===== config.mk =====
export PLATFORM = sky130hd
export DESIGN_NAME = mod_dds_seq_flat
export DESIGN_NICKNAME = d
export VERILOG_FILES = /design/src/rtl/mod_dds_seq_pkg.sv /design/src/rtl/mod_dds_seq_if.sv /design/src/rtl/mod_dds_seq.sv /design/src/flat_wrapper.sv
export SDC_FILE = /design/constraint.sdc
export NUM_CORES = 1
export LEC_CHECK = 0
export BUFFER_PORTS_ARGS = -buffer_cell sky130_fd_sc_hd__clkbuf_2
export CORE_ASPECT_RATIO = 0.9
export CORE_MARGIN = 2
export CORE_UTILIZATION = 45
export CTS_CLUSTER_DIAMETER = 80
export CTS_CLUSTER_SIZE = 25
export DETAILED_ROUTE_END_ITERATION = 6
export PLACE_DENSITY_LB_ADDON = 0.1
export REMOVE_ABC_BUFFERS = 1
export SLEW_MARGIN = 20
export SYNTH_ARGS = -nofsm -noshare
export SYNTH_HDL_FRONTEND = slang
export SYNTH_SLANG_ARGS = --single-unit

===== constraint.sdc =====
create_clock -name clk -period 3.4 [get_ports clk]
set_input_delay 0.68 -clock clk [delete_from_list [all_inputs] [get_ports clk]]
set_output_delay 0.68 -clock clk [all_outputs]
set_load 0.03 [all_outputs]

===== src/rtl/mod_dds_seq_pkg.sv =====
// Shared types and constants for the modulated-DDS command sequencer.
// Repeat feature (MOD_DDS_SEQ_REPEAT_EN) is selected in mod_dds_seq.sv.
package mod_dds_seq_pkg;

   localparam int AW_DEF      = 10;
   localparam int BT_DEF      = 8;
   localparam int RW_DEF      = 8;
   localparam int MEM_LAT_MAX = 15;

   typedef enum logic [1:0] {
      ST_IDLE  = 2'd0,
      ST_FETCH = 2'd1,
      ST_RUN   = 2'd2
   } state_t;

   typedef struct packed {
      logic [AW_DEF-1:0] addr;
      logic [BT_DEF-1:0] len;
      logic              sync;
      logic [RW_DEF-1:0] rep;
   } cmd_t;

   // FETCH lasts MEM_LAT cycles, so the wait counter starts one below it.
   function automatic logic [3:0] lat_init(input int lat);
      logic [3:0] v;
      if (lat == 0) begin
         v = 4'd0;
      end else begin
         v = 4'(lat - 1);
      end
      return v;
   endfunction

endpackage


===== src/rtl/mod_dds_seq_if.sv =====
// Command handshake bundle between the command FIFO/tProc side and the sequencer.
interface mod_dds_seq_if #(
   parameter int AW = 10,
   parameter int BT = 8,
   parameter int RW = 8
);
   logic          cmd_valid;
   logic          cmd_ready;
   logic [AW-1:0] cmd_addr;
   logic [BT-1:0] cmd_len;
   logic          cmd_sync;
   logic [RW-1:0] cmd_rep;

   modport master (
      output cmd_valid, cmd_addr, cmd_len, cmd_sync, cmd_rep,
      input  cmd_ready
   );

   modport slave (
      input  cmd_valid, cmd_addr, cmd_len, cmd_sync, cmd_rep,
      output cmd_ready
   );
endinterface


===== src/rtl/mod_dds_seq.sv =====
// Pulse command sequencer: addresses the parameter BRAM, waits its read latency,
// then emits the time base. Define MOD_DDS_SEQ_REPEAT_EN to enable cmd_rep repeats.
module mod_dds_seq
   import mod_dds_seq_pkg::*;
#(
   parameter int AW      = AW_DEF,
   parameter int BT      = BT_DEF,
   parameter int RW      = RW_DEF,
   parameter int MEM_LAT = 2
) (
   input  logic          clk,
   input  logic          rst,
   mod_dds_seq_if.slave  cmd,
   input  logic          i_stop,
   output logic [AW-1:0] o_mem_addr,
   output logic [BT-1:0] o_t_out,
   output logic          o_t_valid,
   output logic          o_sync_out,
   output logic          o_busy,
   output logic          o_done
);

   localparam logic [3:0] WAIT_INIT = lat_init(MEM_LAT);
   localparam bit         NO_FETCH  = (MEM_LAT == 0);

   state_t        r_state;
   logic [3:0]    r_wait;
   logic [BT-1:0] r_len;
   logic          r_sync;
   logic [AW-1:0] r_mem_addr;
   logic [BT-1:0] r_t_out;
   logic          r_t_valid;
   logic          r_sync_out;
   logic          r_busy;
   logic          r_done;
   cmd_t          w_cmd;
   logic          w_accept;

`ifdef MOD_DDS_SEQ_REPEAT_EN
   logic [RW-1:0] r_rep;
`else
   logic [RW-1:0] w_unused_rep;
   assign w_unused_rep = w_cmd.rep;
`endif

   assign w_cmd = '{addr: cmd.cmd_addr, len: cmd.cmd_len, sync: cmd.cmd_sync, rep: cmd.cmd_rep};

   // Ready depends only on state and stop so the source never sees a combinational loop.
   assign cmd.cmd_ready = (r_state == ST_IDLE) & ~i_stop;
   assign w_accept      = cmd.cmd_valid & cmd.cmd_ready;

   // Sequencer FSM with all outputs registered.
   always_ff @(posedge clk or posedge rst) begin
      if (rst) begin
         r_state    <= ST_IDLE;
         r_wait     <= 4'd0;
         r_len      <= {BT{1'b0}};
         r_sync     <= 1'b0;
         r_mem_addr <= {AW{1'b0}};
         r_t_out    <= {BT{1'b0}};
         r_t_valid  <= 1'b0;
         r_sync_out <= 1'b0;
         r_busy     <= 1'b0;
         r_done     <= 1'b0;
`ifdef MOD_DDS_SEQ_REPEAT_EN
         r_rep      <= {RW{1'b0}};
`endif
      end else begin
         r_done <= 1'b0;
         if (i_stop) begin
            r_state    <= ST_IDLE;
            r_t_valid  <= 1'b0;
            r_sync_out <= 1'b0;
            r_busy     <= 1'b0;
         end else begin
            case (r_state)
               ST_IDLE: begin
                  if (w_accept) begin
                     r_len      <= w_cmd.len;
                     r_sync     <= w_cmd.sync;
                     r_mem_addr <= w_cmd.addr;
                     r_busy     <= 1'b1;
`ifdef MOD_DDS_SEQ_REPEAT_EN
                     r_rep      <= w_cmd.rep;
`endif
                     if (NO_FETCH) begin
                        r_state    <= ST_RUN;
                        r_t_valid  <= 1'b1;
                        r_t_out    <= {BT{1'b0}};
                        r_sync_out <= w_cmd.sync;
                     end else begin
                        r_state <= ST_FETCH;
                        r_wait  <= WAIT_INIT;
                     end
                  end
               end
               ST_FETCH: begin
                  if (r_wait == 4'd0) begin
                     r_state    <= ST_RUN;
                     r_t_valid  <= 1'b1;
                     r_t_out    <= {BT{1'b0}};
                     r_sync_out <= r_sync;
                  end else begin
                     r_wait <= r_wait - 4'd1;
                  end
               end
               ST_RUN: begin
                  r_sync_out <= 1'b0;
                  if (r_t_out == r_len) begin
`ifdef MOD_DDS_SEQ_REPEAT_EN
                     if (r_rep != {RW{1'b0}}) begin
                        r_rep   <= r_rep - RW'(1'b1);
                        r_t_out <= {BT{1'b0}};
                     end else
`endif
                     begin
                        r_state   <= ST_IDLE;
                        r_t_valid <= 1'b0;
                        r_busy    <= 1'b0;
                        r_done    <= 1'b1;
                     end
                  end else begin
                     r_t_out <= r_t_out + BT'(1'b1);
                  end
               end
               default: begin
                  r_state    <= ST_IDLE;
                  r_t_valid  <= 1'b0;
                  r_sync_out <= 1'b0;
                  r_busy     <= 1'b0;
               end
            endcase
         end
      end
   end

   assign o_mem_addr = r_mem_addr;
   assign o_t_out    = r_t_out;
   assign o_t_valid  = r_t_valid;
   assign o_sync_out = r_sync_out;
   assign o_busy     = r_busy;
   assign o_done     = r_done;

endmodule

===== src/flat_wrapper.sv =====
// flat-port wrapper written by rule: the top's interface ports become plain ports
module mod_dds_seq_flat import mod_dds_seq_pkg::*;
#(
   parameter int AW      = AW_DEF,
   parameter int BT      = BT_DEF,
   parameter int RW      = RW_DEF,
   parameter int MEM_LAT = 2
)
  (clk, rst, i_stop, o_mem_addr, o_t_out, o_t_valid, o_sync_out, o_busy, o_done, cmd_cmd_valid, cmd_cmd_addr, cmd_cmd_len, cmd_cmd_sync, cmd_cmd_rep, cmd_cmd_ready);
  mod_dds_seq_if #(.AW(AW), .BT(BT), .RW(RW)) cmd_i ();
  input  logic clk;
  input  logic rst;
  input  logic i_stop;
  output logic [AW-1:0] o_mem_addr;
  output logic [BT-1:0] o_t_out;
  output logic o_t_valid;
  output logic o_sync_out;
  output logic o_busy;
  output logic o_done;
  input wire logic [$bits(cmd_i.cmd_valid)-1:0] cmd_cmd_valid;
  input wire logic [$bits(cmd_i.cmd_addr)-1:0] cmd_cmd_addr;
  input wire logic [$bits(cmd_i.cmd_len)-1:0] cmd_cmd_len;
  input wire logic [$bits(cmd_i.cmd_sync)-1:0] cmd_cmd_sync;
  input wire logic [$bits(cmd_i.cmd_rep)-1:0] cmd_cmd_rep;
  output wire logic [$bits(cmd_i.cmd_ready)-1:0] cmd_cmd_ready;
  assign cmd_i.cmd_valid = cmd_cmd_valid;
  assign cmd_i.cmd_addr = cmd_cmd_addr;
  assign cmd_i.cmd_len = cmd_cmd_len;
  assign cmd_i.cmd_sync = cmd_cmd_sync;
  assign cmd_i.cmd_rep = cmd_cmd_rep;
  assign cmd_cmd_ready = cmd_i.cmd_ready;
  mod_dds_seq #(.AW(AW), .BT(BT), .RW(RW), .MEM_LAT(MEM_LAT)) u_core (.clk(clk), .rst(rst), .cmd(cmd_i), .i_stop(i_stop), .o_mem_addr(o_mem_addr), .o_t_out(o_t_out), .o_t_valid(o_t_valid), .o_sync_out(o_sync_out), .o_busy(o_busy), .o_done(o_done));
endmodule

==> flow_summary_export.csv <==
group,metric,value,unit
cts,hold_buffers,0,
yosys,syn_avg_cell_area,12.6,um^2
cells_and_area,ff_latch_area,926,um^2
floorplan,io_pins,54,
yosys,ys_seq_area_share,53.7,%
worst_setup_path,cp.required,3590,ps
job,drv_cap,0,
cts,numCtsBuffers,5,
yosys,async_flop_share,100,%
pwr,peakVddDrop,375,uV
worst_setup_path,critPathMaxStageDelay,500,ps
global_route,grt_pass1_vias,1196,
cts,cts.clk_slew.worst_paths,70,ps
cells_and_area,multi_input_area,747,um^2
timing,slew_headroom,48.9,%
timing,tightest_slew,765,ps
timing,fmax,495,MHz
drt,vias_per_cell,5.08,
global_route,grt_overflow,0,
place,place_ws,1170,ps
drt,drt_iter0_markers,78,
yosys,yosysWarnings,0,
drt,wl_per_cell,14.0,um
global_route,antenna_found_initial,0,
cts,clockBufferDepth,2,
yosys,syn_area,1720,um^2
global_route,grt.total_usage,16.1,%
timing,fin_ws,1380,ps
worst_setup_path,crit_chain,"xor2_1 -> nor2_2 -> a41oi_2 -> a21oi_1 -> inv_1 -> o21ai_1",
timing,slew_viol_final,0,
pwr,p_leak,1.04,nW
worst_setup_path,critPathMaxFanout,12,
worst_setup_path,crit_path_start_kind,"register",
drt,dr_total_vias,1189,
yosys,synth_edf_count,0,
cells_and_area,fin_area,2070,um^2
cells_and_area,num_antenna_cells,0,
place,hpwlAfterDp,2400,um
floorplan,die_h,62.7,um
timing,setup_tns,0,ps
cts,cts.sinks,37,
outcome,status,"finished, final reports clean",
hold_path,hold_path_class,"register to register",
floorplan,die_w,69.2,um
timing,finalWorstPathRequiredPeriod,2020,ps
drt,drtAntennaViolNets,0,
cells_and_area,area_growth,20.3,%
place,gp_congestion,0.802,
pwr,power.density,643,nW/um^2
timing,whs,502,ps
cells_and_area,mostFrequentLayoutCell,"clkbuf_2",
floorplan,start_util,46.5,%
cells_and_area,nets,220,
yosys,yosys_register_bits,37,
timing,setup-violations-final,0,
timing,final.period_utilization,59.5,%
worst_setup_path,worst_ep_arrival_time,2220,ps
worst_setup_path,cp_slowest_cell,"a21oi_1",
global_route,grt_max_degree,24,
place,placed_area,1990,um^2
cts,cts_resized,0,
cells_and_area,fin_util,55.9,%
cells_and_area,fillCellCount,345,
floorplan,rows,21,
worst_setup_path,critPathCaptureType,"register",
floorplan,die_area,4340,um^2
place,dp_cells,226,
worst_setup_path,critPathKind,"register to register",
timing,fin_skew,5.86,ps
cts,htree_levels,2,
drt,routed_wl,3270,um
cells_and_area,finalNonFillerCells,234,
cells_and_area,final_cell_mix,"45 x clkbuf_2, 37 x dfrtp_1, 19 x mux2_2",
pwr,design_power_total,1.33,mW
cells_and_area,drive_gt1_share,46.8,%
yosys,ys_types,36,
drt,drc,0,
cts,postCtsSetupBuffers,0,
cts,insertion_delay,280,ps
place,port_buffers,45,
floorplan,coreArea,3700,um^2
yosys,synthCells,137,
timing,hold_viol_final,0,
drt,dr.pass1.iters,4,
cts,cts_tree,"yes",
cts,ctsRootBufferMaster,"clkbuf_8",
timing,rsz0062_at_grt,"no",
yosys,ys.flop_type,"dfrtp_1",
global_route,grt_pass1_wl,5550,um
flip-flops by register name (all words and copies together) (netlist names):
| register | count |
|---|---|
| u_core.o_t_out | 8 |
| u_core.r_sync | 1 |
| u_core.o_sync_out | 1 |
| u_core.o_t_valid | 1 |
| u_core.r_wait | 4 |
| u_core.o_busy | 1 |
| u_core.o_done | 1 |
| u_core.r_state | 2 |
| u_core.o_mem_addr | 10 |
| u_core.r_len | 8 |
Yosys cell counts (2+ instances only):
library cell | instances | area (um^2)
dfrtp_1 | 37 | 926
ha_1 | 2 | 25.0
o22a_2 | 2 | 20.0
nor2_1 | 9 | 33.8
xor2_1 | 10 | 87.6
nand2_1 | 10 | 37.5
buf_4 | 2 | 15.0
o21ai_0 | 2 | 10.0
nor2_2 | 3 | 18.8
a211o_1 | 3 | 26.3
nor3b_2 | 3 | 37.5
nor3_1 | 3 | 15.0
inv_1 | 5 | 18.8
mux2i_1 | 3 | 30.0
and3_1 | 2 | 12.5
nand3_1 | 3 | 15.0
mux2_2 | 19 | 214
where the power goes:
part	switching, mW	internal (mW)
Sequential	0.0819	0.541
Combinational	0.247	0.169
Clock	0.151	0.142
kinds of logic (layout without fill, tap and decap cells):
group	after synthesis	after routing	synth area share, %
multiplexers	23	23	14.8
XOR/XNOR	10	10	5.08
buffers and inverters	9	60	2.90
AND/OR/NAND/NOR	44	44	16.3
AO/OA/AOI/OAI	12	12	5.66
adder cells (fa/ha/maj)	2	2	1.45
flip-flops	37	37	53.7
worst max-delay path: cells and delay by family, from the launching register on:
kind / cells / cell delay [ps]
AND/OR/NAND/NOR: 1 / 170
XOR/XNOR: 1 / 200
buffers and inverters: 1 / 110
flip-flops: 1 / 470
AO/OA/AOI/OAI: 3 / 990
cell type report:
class | instances | share of cell area (%)
sequential | 37 | 44.7
clock buffer | 6 | 3.50
timing repair buffer | 47 | 11.6
tap | 46 | 2.78
inverter | 5 | 0.906
clock inverter | 2 | 0.483
multi-input combinational | 91 | 36.1
metal layers:
| layer | track usage [%] | vias to the layer above | wire length, um |
|---|---|---|---|
| li1 | - | 575 | - |
| met1 | 21.1 | 575 | 1570 |
| met2 | 26.0 | 37 | 1510 |
| met3 | 4.52 | 2 | 174 |
| met4 | 5.15 | 0 | 19 |
| met5 | 0 | - | 0 |
final timing paths:
check                                   from                end  slack [ps]  cells after the start
min in group asynchronous                rst  u_core.o_sync_out         510                      2
max in group asynchronous                rst    u_core.r_len[3]        2160                      3
max reg2reg                u_core.o_t_out[3]  u_core.o_t_out[6]        1380                      6
min reg2reg                    u_core.o_busy      u_core.o_busy         500                      1
max                        u_core.o_t_out[3]  u_core.o_t_out[6]        1380                      6
min                            u_core.o_busy      u_core.o_busy         500                      1
(Power assumes the default switching activity.)
